==> src/rtl/cpu_pkg.sv <==
// Shared CPU definitions: ALU op codes, default widths and the writeback FSM state type.
package cpu_pkg;

  localparam int DATA_W_DEF = 16;
  localparam int ADDR_W_DEF = 4;
  localparam int HI_REG_DEF = 15;

  localparam logic [3:0] OP_ADD  = 4'd0;
  localparam logic [3:0] OP_SUB  = 4'd1;
  localparam logic [3:0] OP_MULT = 4'd2;
  localparam logic [3:0] OP_DIV  = 4'd3;
  localparam logic [3:0] OP_AND  = 4'd4;
  localparam logic [3:0] OP_OR   = 4'd5;
  localparam logic [3:0] OP_UADD = 4'd6;

  typedef enum logic [1:0] {
    IDLE  = 2'd0,
    WR_LO = 2'd1,
    WR_HI = 2'd2
  } wb_state_e;

  function automatic logic op_is_defined(input logic [3:0] ctrl);
    return (ctrl <= OP_UADD);
  endfunction

  // mult/div carry a second result half that needs its own register-file write.
  function automatic logic op_is_two_write(input logic [3:0] ctrl);
    return (ctrl == OP_MULT) || (ctrl == OP_DIV);
  endfunction

endpackage

==> src/rtl/wb_flag_gen.sv <==
// Combinational condition flags for a 2*DATA_W ALU result; undefined op codes give all-zero flags.
module wb_flag_gen
  import cpu_pkg::*;
#(
  parameter int DATA_W = DATA_W_DEF
) (
  input  logic [3:0]          ctrl_i,
  input  logic [2*DATA_W-1:0] result_i,
  output logic                zero_o,
  output logic                neg_o,
  output logic                ovf_o
);

  logic [DATA_W:0] sign_ext;
  logic            defined;

  assign defined  = op_is_defined(ctrl_i);
  // A signed low-half result is exact only if everything above it replicates its sign bit.
  assign sign_ext = result_i[2*DATA_W-1:DATA_W-1];

  always_comb begin
    zero_o = 1'b0;
    neg_o  = 1'b0;
    ovf_o  = 1'b0;
    if (defined) begin
      zero_o = (result_i[DATA_W-1:0] == '0);
      neg_o  = result_i[DATA_W-1];
      case (ctrl_i)
        OP_ADD, OP_SUB: ovf_o = !((&sign_ext) || !(|sign_ext));
        OP_UADD:        ovf_o = result_i[DATA_W];
        default:        ovf_o = 1'b0;
      endcase
    end
  end

endmodule

==> src/rtl/alu_writeback.sv <==
// ALU writeback stage: turns each ALU result into one or two register-file writes plus flags,
// stalling the ALU via in_ready while a mult/div high-half write is outstanding.
module alu_writeback
  import cpu_pkg::*;
#(
  parameter int DATA_W  = DATA_W_DEF,
  parameter int ADDR_W  = ADDR_W_DEF,
  parameter int HI_REG  = HI_REG_DEF,
  parameter bit ZERO_RO = 1'b1
) (
  input  logic                clk,
  input  logic                rst,
  input  logic                in_valid,
  output logic                in_ready,
  input  logic [3:0]          in_ctrl,
  input  logic [2*DATA_W-1:0] in_result,
  input  logic [ADDR_W-1:0]   in_dest,
  output logic                rf_we,
  output logic [ADDR_W-1:0]   rf_waddr,
  output logic [DATA_W-1:0]   rf_wdata,
  output logic                flag_valid,
  output logic                flag_zero,
  output logic                flag_neg,
  output logic                flag_ovf
);

  wb_state_e           state_q, state_d;
  logic                hi_pending_q, hi_pending_d;
  logic [DATA_W-1:0]   result_hi_q, result_hi_d;
  logic                rf_we_q, rf_we_d;
  logic [ADDR_W-1:0]   rf_waddr_q, rf_waddr_d;
  logic [DATA_W-1:0]   rf_wdata_q, rf_wdata_d;
  logic                flag_valid_q, flag_valid_d;
  logic                flag_zero_q, flag_zero_d;
  logic                flag_neg_q, flag_neg_d;
  logic                flag_ovf_q, flag_ovf_d;

  logic                transfer;
  logic                gen_zero, gen_neg, gen_ovf;
  logic                lo_write_en;

  wb_flag_gen #(
    .DATA_W(DATA_W)
  ) u_flag_gen (
    .ctrl_i  (in_ctrl),
    .result_i(in_result),
    .zero_o  (gen_zero),
    .neg_o   (gen_neg),
    .ovf_o   (gen_ovf)
  );

  assign in_ready    = !((state_q == WR_LO) && hi_pending_q);
  assign transfer    = in_valid && in_ready;
  assign lo_write_en = op_is_defined(in_ctrl) && !(ZERO_RO && (in_dest == '0));

  always_comb begin
    state_d      = state_q;
    hi_pending_d = hi_pending_q;
    result_hi_d  = result_hi_q;
    rf_we_d      = 1'b0;
    rf_waddr_d   = rf_waddr_q;
    rf_wdata_d   = rf_wdata_q;
    flag_valid_d = 1'b0;
    flag_zero_d  = flag_zero_q;
    flag_neg_d   = flag_neg_q;
    flag_ovf_d   = flag_ovf_q;

    if ((state_q == WR_LO) && hi_pending_q) begin
      state_d      = WR_HI;
      hi_pending_d = 1'b0;
      rf_we_d      = 1'b1;
      rf_waddr_d   = ADDR_W'(HI_REG);
      rf_wdata_d   = result_hi_q;
    end else if (transfer) begin
      // Every accepted op passes through WR_LO, even when its low write is suppressed.
      state_d      = WR_LO;
      hi_pending_d = op_is_two_write(in_ctrl);
      result_hi_d  = in_result[2*DATA_W-1:DATA_W];
      flag_valid_d = 1'b1;
      flag_zero_d  = gen_zero;
      flag_neg_d   = gen_neg;
      flag_ovf_d   = gen_ovf;
      if (lo_write_en) begin
        rf_we_d    = 1'b1;
        rf_waddr_d = in_dest;
        rf_wdata_d = in_result[DATA_W-1:0];
      end
    end else begin
      state_d = IDLE;
    end
  end

  always_ff @(posedge clk or posedge rst) begin
    if (rst) begin
      state_q      <= IDLE;
      hi_pending_q <= 1'b0;
      rf_we_q      <= 1'b0;
      rf_waddr_q   <= '0;
      rf_wdata_q   <= '0;
      flag_valid_q <= 1'b0;
      flag_zero_q  <= 1'b0;
      flag_neg_q   <= 1'b0;
      flag_ovf_q   <= 1'b0;
    end else begin
      state_q      <= state_d;
      hi_pending_q <= hi_pending_d;
      rf_we_q      <= rf_we_d;
      rf_waddr_q   <= rf_waddr_d;
      rf_wdata_q   <= rf_wdata_d;
      flag_valid_q <= flag_valid_d;
      flag_zero_q  <= flag_zero_d;
      flag_neg_q   <= flag_neg_d;
      flag_ovf_q   <= flag_ovf_d;
    end
  end

  // High-half data is only consumed behind hi_pending_q, so it needs no reset.
  always_ff @(posedge clk) begin
    result_hi_q <= result_hi_d;
  end

  assign rf_we      = rf_we_q;
  assign rf_waddr   = rf_waddr_q;
  assign rf_wdata   = rf_wdata_q;
  assign flag_valid = flag_valid_q;
  assign flag_zero  = flag_zero_q;
  assign flag_neg   = flag_neg_q;
  assign flag_ovf   = flag_ovf_q;

endmodule

==> config.mk <==
export PLATFORM = sky130hd
export DESIGN_NAME = alu_writeback
export DESIGN_NICKNAME = d
export VERILOG_FILES = /design/src/rtl/cpu_pkg.sv /design/src/rtl/wb_flag_gen.sv /design/src/rtl/alu_writeback.sv
export SDC_FILE = /design/constraint.sdc
export NUM_CORES = 1
export LEC_CHECK = 0
export CAP_MARGIN = 20
export CORE_MARGIN = 2
export CORE_UTILIZATION = 48
export CTS_CLUSTER_DIAMETER = 200
export DETAILED_ROUTE_END_ITERATION = 8
export DONT_BUFFER_PORTS = 1
export PLACE_DENSITY_LB_ADDON = 0.15
export SLEW_MARGIN = 30
export SYNTH_ARGS = -nofsm -noshare
export SYNTH_HDL_FRONTEND = slang
export SYNTH_SLANG_ARGS = --single-unit
export TNS_END_PERCENT = 100
==> constraint.sdc <==
create_clock -name clk -period 3.6 [get_ports clk]
set_input_delay 0.54 -clock clk [delete_from_list [all_inputs] [get_ports clk]]
set_output_delay 0.54 -clock clk [all_outputs]
set_load 0.05 [all_outputs]
==> metrics.txt <==
# rows=22; Crit Path Max Fanout=22; Synth warnings=0; largest net degree at the start of global routing=38; via/cell ratio=5.622; f_max=0.4053 GHz; initial antenna violation count=0; layout net count=195; Die Height=66.51 um; post-CTS setup repair buffer count=0; Cell Area, Placed=1871 um2; Max stage delay on crit path=780 ps; Post-synth ARST share=62.79%; Post-synth EDFFs=16; post-CTS sizing=0; Top FF cell, synth=dfrtp_1; area share of the leading cell type in the synthesized netlist=36.02%; worst vdd ir=228.1 uV; Reg power frac=64.6%; Clock transition at path regs=80 ps; post-synth top area cell=dfrtp_1; clock skew=8.210 ps; Fin Hold WS=169.5 ps; # fillers=340; vias in the first global route=1,135; layout cells sized above 1=14.38%; Leak=0.7614 nW; P_int=0.7825 mW; clock buffer depth=2; RSZ-0062 raised after global routing=false; Synth Area per Inst=12.50 um2; FF+latch count, synth=43; area of the multi-input gates=631.9 um2; Critical Path Start Type=register; gp weighted congestion=0.8803; Antenna Nets Post-Route=0; Final setup viols=0; Slew Limit Headroom=45.02%; switch share=34.96%; worst slew pin tran=819.7 ps; number of antenna diodes=0; grt peak-use layer=met2; Synth Cell Area=1876 um2; power per cell area=610.5 nW/um2; crit path cell chain=nand3b_2 -> clkinv_1 -> mux2i_1 -> o21ai_2; Synthesized Nets=193; met1 usage=21.89%; Sequential cell area=1156 um2; Critical Path RT=3780 ps; final setup margin=1133 ps; clk_lat worst skew=290 ps; grt ovf=0; Worst Setup End Kind=register; # IOs=69; Core ar.=3716 um2; final cycle utilization of the critical path=68.53%; M2 GR Usage=27.00%; Sink Count=43; Fin. Hold Viols=0; Cells after Synth=150; Worst Path Arrival=2640 ps; main area contributors after synthesis=dfrtp_1 36%, edfxtp_1 26%, mux2i_1 9.1%; first-pass GRT wire length=5630 um; post-synthesis cell type count=28; max_cap viols=0; most frequent cells in the layout=27 x dfrtp_1, 25 x nand2_1, 17 x mux2i_1; Worst R2R Path Depth=4; Clock Tree Root=clkbuf_8; WL/cell=17.85 um; proportion of power drawn by the clock network=27.0%; Tmin final=2467 ps; grt met3 use=8.784%; initial core utilization=50.47%; Starting DRT DRC Count=50; status=finished clean; Pwr Total=1.203 mW; crit path kind=reg2reg; GRT Total Usage=17.84%; Die X=66.51 um; TritonCTS clock tree=done; cts bufs inserted=5; setup_tns=0 ps; CTS Hold Bufs=0; sequential fraction of the synthesis area=61.64%; Hold/Removal Path Class=in2async; most common cell after layout, fill and taps aside=dfrtp_1; Layout area overhead=5.070%; DR vias=1,130; pre-CTS setup slack=1147 ps; # DRC=0; Pre-antenna DRT Iters=4; Finished Cell Area=1971 um2; P_sw=0.4207 mW; DRT Wirelength=3588 um; number of port buffers=0; Comb power frac=8.4%; CP max stage cell=clkinv_1; Final Max Tran Viols=0; CTS H-Tree Depth=2; DIE AREA=4424 um2
[logic make-up after synthesis]
kind of cell | share of synthesized area, %
buf+inv | 4.670
flops | 61.64
mux | 9.073
simple gates | 14.48
compound gates | 10.14
[routing by layer]
| layer | share of wire, % | routed length [um] | vias to the layer above |
|---|---|---|---|
| met5 | 0 | 0 | - |
| met4 | 1.4 | 51 | 0 |
| met3 | 9.0 | 322 | 6 |
| met2 | 48 | 1735 | 42 |
| met1 | 41 | 1479 | 524 |
| li1 | - | - | 558 |
[cell type report]
class	instances	share of cell area, %
clock buffers	8	5.079
well taps	48	3.048
multi-input cells	97	32.06
inverters	4	0.7619
repair buffers	1	0.3810
flip-flops and latches	43	58.67
[Yosys cell counts, types with 2 or more instances]
cell and number:
nand2b_1 2, a21oi_1 2, nand3_1 3, edfxtp_1 16, nor2_1 4, o21ai_0 3, o21ai_1 5, o21ai_2 10
nand2_1 25, inv_1 3, buf_6 4, nand4_1 4, o31ai_1 2, mux2i_1 17, dfrtp_1 27, nor4_1 10
nor3_1 2
[per-stage QoR]
| step | util (%) | instances |
|---|---|---|
| 6_report | 53.03 | 201 |
| 5_1_grt | 53.03 | 201 |
| 4_1_cts | 53.03 | 201 |
| 3_5_place_dp | 50.34 | 193 |
| 3_3_place_gp | 50.34 | 193 |
| 2_1_floorplan | - | 150 |
[worst max-delay path, delay by kind of cell (launching register included)]
family          cells  cell delay (ps)
flops               1              570
mux                 1              500
buf+inv             1              780
compound gates      1               70
simple gates        1              440
[power groups by stage]
stage | Combinational, mW | Clock [mW] | Sequential (mW)
2_1_floorplan | 0.0975 | 0 | 0.776
3_3_place_gp | 0.0989 | 0 | 0.788
3_5_place_dp | 0.102 | 0 | 0.790
4_1_cts | 0.102 | 0.329 | 0.779
5_1_grt | 0.118 | 0.352 | 0.786
6_report | 0.101 | 0.325 | 0.777
[sequential cells by signal, indices dropped and copies added, names as in the netlist]
register and cells:
result_hi_q 16, rf_wdata 16, rf_waddr 4, state_q 2
flag_neg 1, flag_ovf 1, flag_zero 1, hi_pending_q 1
rf_we 1
[worst paths after layout]
check | from | end | slack, ps
setup / recovery | state_q[0] | rf_wdata[7] | 1130
hold / removal | rst | rf_we | 170
hold reg to reg | result_hi_q[2] | rf_wdata[2] | 530
max in group asynchronous | rst | state_q[0] | 3060
min in group clk | in_result[22] | result_hi_q[6] | 340
setup reg to reg | state_q[0] | rf_wdata[7] | 1130
No activity file was read; power rests on OpenSTA's default activity.
